$ cat src/rtl/mux_scan_ctrl.sv
// Sweeps the 4:1 mux selects 0..3, samples Mux_out SETTLE cycles after each change, and packs the word for a valid/ready sink.
// Latency: a sweep takes 4*(SETTLE+1) cycles; Valid rises in the cycle after that. Valid and Sample are held until Ready is seen.
// Build option: define CONTINUOUS_SCAN_EN to re-arm after every handshake once started (IDLE left only by reset).
module mux_scan_ctrl #(
    parameter int SETTLE = 2
) (
    input  logic       Clk,
    input  logic       Rst_n,
    input  logic       Start,
    input  logic       Mux_out,
    input  logic       Ready,
    output logic       Sel1,
    output logic       Sel0,
    output logic [3:0] Sample,
    output logic       Valid,
    output logic       Busy
);

    localparam int CW = (SETTLE > 1) ? $clog2(SETTLE) : 1;
    localparam logic [CW-1:0] CNT_LAST = CW'(SETTLE - 1);

    if (SETTLE < 1) begin : g_bad_settle
        $error("mux_scan_ctrl: SETTLE must be >= 1");
    end

    typedef enum logic [1:0] {
        ST_IDLE,
        ST_SETTLE,
        ST_CAPTURE,
        ST_HOLD
    } state_t;

    state_t          state;
    logic [1:0]      channel;
    logic [1:0]      sel;
    logic [CW-1:0]   count;
    logic [2:0]      shadow;
    logic            rearm;

    assign {Sel1, Sel0} = sel;

`ifdef CONTINUOUS_SCAN_EN
    assign rearm = 1'b1;
`else
    assign rearm = Start;
`endif

    always_ff @(posedge Clk) begin
        if (!Rst_n) begin
            state   <= ST_IDLE;
            channel <= 2'd0;
            sel     <= 2'd0;
            count   <= '0;
            shadow  <= 3'b000;
            Sample  <= 4'b0000;
            Valid   <= 1'b0;
            Busy    <= 1'b0;
        end else begin
            case (state)
                ST_IDLE: begin
                    sel   <= 2'd0;
                    Valid <= 1'b0;
                    if (Start) begin
                        state   <= ST_SETTLE;
                        channel <= 2'd0;
                        count   <= '0;
                        Busy    <= 1'b1;
                    end
                end

                ST_SETTLE: begin
                    if (count == CNT_LAST) begin
                        state <= ST_CAPTURE;
                        count <= '0;
                    end else begin
                        count <= count + 1'b1;
                    end
                end

                ST_CAPTURE: begin
                    if (channel != 2'd3) begin
                        shadow[channel] <= Mux_out;
                        channel         <= channel + 2'd1;
                        sel             <= channel + 2'd1;
                        count           <= '0;
                        state           <= ST_SETTLE;
                    end else begin
                        // Whole word lands at once so the sink never sees a mix of sweeps.
                        Sample <= {Mux_out, shadow};
                        Valid  <= 1'b1;
                        state  <= ST_HOLD;
                    end
                end

                ST_HOLD: begin
                    if (Ready) begin
                        Valid   <= 1'b0;
                        sel     <= 2'd0;
                        channel <= 2'd0;
                        count   <= '0;
                        if (rearm) begin
                            state <= ST_SETTLE;
                        end else begin
                            state <= ST_IDLE;
                            Busy  <= 1'b0;
                        end
                    end
                end

                default: begin
                    state <= ST_IDLE;
                    sel   <= 2'd0;
                    Valid <= 1'b0;
                    Busy  <= 1'b0;
                end
            endcase
        end
    end

endmodule

$ cat config.mk
export PLATFORM = sky130hd
export DESIGN_NAME = mux_scan_ctrl
export DESIGN_NICKNAME = d
export VERILOG_FILES = /design/src/rtl/mux_scan_ctrl.sv
export SDC_FILE = /design/constraint.sdc
export NUM_CORES = 1
export LEC_CHECK = 0
export CORE_AREA = 2 2 42 44
export CTS_BUF_LIST = sky130_fd_sc_hd__clkbuf_8
export DETAILED_ROUTE_END_ITERATION = 10
export DIE_AREA = 0 0 44 46
export PLACE_DENSITY = 0.73
export SLEW_MARGIN = 25
export SYNTH_ARGS = -nofsm -noshare
export SYNTH_HDL_FRONTEND = slang
export SYNTH_SLANG_ARGS = --single-unit
export TNS_END_PERCENT = 50
$ cat constraint.sdc
create_clock -name Clk -period 2.5 [get_ports Clk]
set_input_delay 0.5 -clock Clk [delete_from_list [all_inputs] [get_ports Clk]]
set_output_delay 0.5 -clock Clk [all_outputs]
set_load 0.05 [all_outputs]
==> impl_metrics.json <==
{
  "area_growth_pct": 23.74,
  "arrival_ns": 1.43,
  "critPathTopFamily": "buffers and inverters",
  "grt-ovfl-total": 0,
  "ys_ff_latch": 16,
  "seq_area_frac_synth_pct": 43.10,
  "synthDistinctLibCells": 23,
  "cp_max_fo": 3,
  "cts_setup_buffers": 0,
  "insertion_delay_ns": 0.25,
  "cts_tree": "yes",
  "mappedNetlistNets": 91,
  "min_path_cells": 2,
  "wl_met2_um": 660,
  "dr.first_iter.drc_count": 11,
  "cts_sinks": 16,
  "htree_num_levels": 1,
  "end_kind": "output port",
  "worst_r2r_path_depth": 4,
  "worst_path_max_delay_cell": "clkdlybuf4s50_1",
  "start_util_pct": 46.05,
  "avgSynthCellArea_um2": 9.064,
  "coreArea_um2": 1614,
  "finalCritPeriodShare_pct": 77.16,
  "start_kind": "register",
  "clk_pin_slew_ns": 0.06,
  "port_buffers": 12,
  "grt_pass1_wl_mm": 2.352,
  "m1WireLength_um": 608,
  "drive_above_1_share_pct": 6.316,
  "antenna_found_initial": 0,
  "worstPathRequired_ns": 2.00,
  "gp_routability_congestion": 0.7593,
  "wl_mm": 1.348,
  "tightest_slew_ns": 0.5044,
  "rsz0062_at_grt": "no",
  "status": "finished, final reports clean",
  "final_util_pct": 56.98,
  "grt_pass1_vias": 550,
  "worst-path-buf-inv": 1,
  "routed.top_layer": "met4",
  "vias_per_cell": 5.446,
  "drv_slew": 0,
  "hold_class": "reg2reg",
  "setup_viol": 0,
  "dr_total_vias": 610,
  "yosys_warnings": 0,
  "num_rows": 15,
  "final.setup.tns_ns": 0,
  "cts_buffers": 3,
  "cap_viol_max_count": 0,
  "drtPass1Iterations": 4,
  "groute.usage.overall_pct": 16.23,
  "slew_headroom_pct": 66.27,
  "clock.fmax_mhz": 518.4,
  "cts_resized": 0,
  "ir_worst_vdd_v": 0.0003317,
  "die_w_um": 44,
  "drc": 0,
  "cts_root_buffer": "clkbuf_8",
  "fin_skew_ns": 0.002915,
  "grt_max_degree": 14,
  "hold_buffers": 0,
  "clockBufferDepth": 2,
  "wl_met3_um": 46,
  "dp_hpwl_mm": 1.017,
  "critical-path-max-stage-delay_ns": 0.81,
  "synth_cells": 82,
  "crit_type": "reg2out",
  "cellLeakagePower_nw": 0.3788,
  "ioPinCount": 13,
  "worstSetupPathDepth": 1,
  "ant_nets": 0,
  "avgRoutedWirePerCell_um": 12.04,
  "synth_area_um2": 743.2,
  "die_area_um2": 2024,
  "power.density_nw_per_um2": 618.4,
  "worstPathCellList": "clkdlybuf4s50_1",
  "hold_violations": 0,
  "die_h_um": 46,
  "nNetsFinal": 105,
  "num_antenna_cells": 0,
  "min_period_ns": 1.929
}
[power by group]
group	switching, mW	internal [mW]	total, mW
Sequential	0.0154	0.265	0.280
Clock	0.0859	0.140	0.226
Combinational	0.0360	0.0271	0.0631
Total	0.137	0.431	0.569
[sequential cells by signal, indices dropped and copies added (netlist names)]
signal	cells
Sample	4
shadow	3
channel	2
state	2
Valid	1
count	1
sel	2
Busy	1
[through the flow]
| step | hold WS, ns | total power [mW] | instance area, µm² | worst slack (ns) | cells |
|---|---|---|---|---|---|
| after global placement | 0.4526 | 0.3486 | 864.6 | 0.7981 | 108 |
| after floorplan | 0.4378 | 0.3312 | 743.2 | 1.237 | 82 |
| after detailed placement | 0.4609 | 0.3489 | 864.6 | 0.7702 | 108 |
| after CTS | 0.4718 | 0.5766 | 919.6 | 0.5756 | 112 |
| after global routing | 0.4913 | 0.5967 | 919.6 | 0.5355 | 112 |
| final | 0.4667 | 0.5687 | 919.6 | 0.5709 | 112 |
[Yosys cell counts]
master | number | area share (%)
nor2b_1 | 1 | 0.84
buf_4 | 2 | 2.0
inv_1 | 6 | 3.0
ha_1 | 4 | 6.7
nor3b_4 | 1 | 2.5
dfxtp_1 | 16 | 43
clkbuf_2 | 1 | 0.67
a21oi_1 | 5 | 3.4
nor2_1 | 7 | 3.5
o21ai_0 | 4 | 2.7
nand2_1 | 9 | 4.5
nand3_1 | 6 | 4.0
o31ai_1 | 1 | 1.0
nand3b_1 | 1 | 1.0
mux2i_1 | 7 | 9.4
o211ai_1 | 1 | 1.0
and2_1 | 2 | 1.7
o311ai_2 | 1 | 2.2
a211oi_1 | 1 | 1.0
a32oi_1 | 2 | 2.4
o22ai_1 | 2 | 1.7
nor3_1 | 1 | 0.67
a31oi_1 | 1 | 0.84
[per-layer routing]
metal | vias up | global-route usage [%]
met3 | 3 | 3.968
met5 | - | 0
met4 | 0 | 10.91
li1 | 312 | -
met1 | 281 | 19.95
met2 | 14 | 25.00
[cells in the final DEF (no fill, tap or decap), drive strengths merged, types with 4 or more instances in the layout]
cell and n:
ha 4, a21oi 5, inv 6, nand2 9
dfxtp 16, clkbuf 4, nand3 6, o21ai 4
mux2i 7, nor2 7, clkdlybuf4s50 12
[cells by family after synthesis]
group           synth area share (%)
compound gates                 16.16
fa+ha+maj                      6.734
buf+inv                        5.722
flops                          43.10
mux                            9.428
simple gates                   18.86
[tightest hold or removal path, cell delays in order (launching register included)]
cell and delay [ns]:
dfxtp_1 0.31, nand2_1 0.05, mux2i_1 0.05
[final cells by class]
cell class	count	area, µm²
tap	17	21.27
clock buffer	4	55.05
sequential	16	320.3
multi-input combinational	57	380.4
timing repair buffer	12	120.1
fill	161	694.4
inverter	6	22.52
[path summary, 6_finish.rpt]
path | start | endpoint | slack (ns)
worst min register to register | shadow[0]$_SDFFE_PN0P_ | shadow[0]$_SDFFE_PN0P_ | 0.47
worst max-delay path | Valid$_SDFFE_PN0P_ | Valid | 0.57
worst max register to register | channel[0]$_SDFFE_PN0P_ | channel[0]$_SDFFE_PN0P_ | 1.07
worst min-delay path | shadow[0]$_SDFFE_PN0P_ | shadow[0]$_SDFFE_PN0P_ | 0.47
Power figures use the tool's default switching activity.
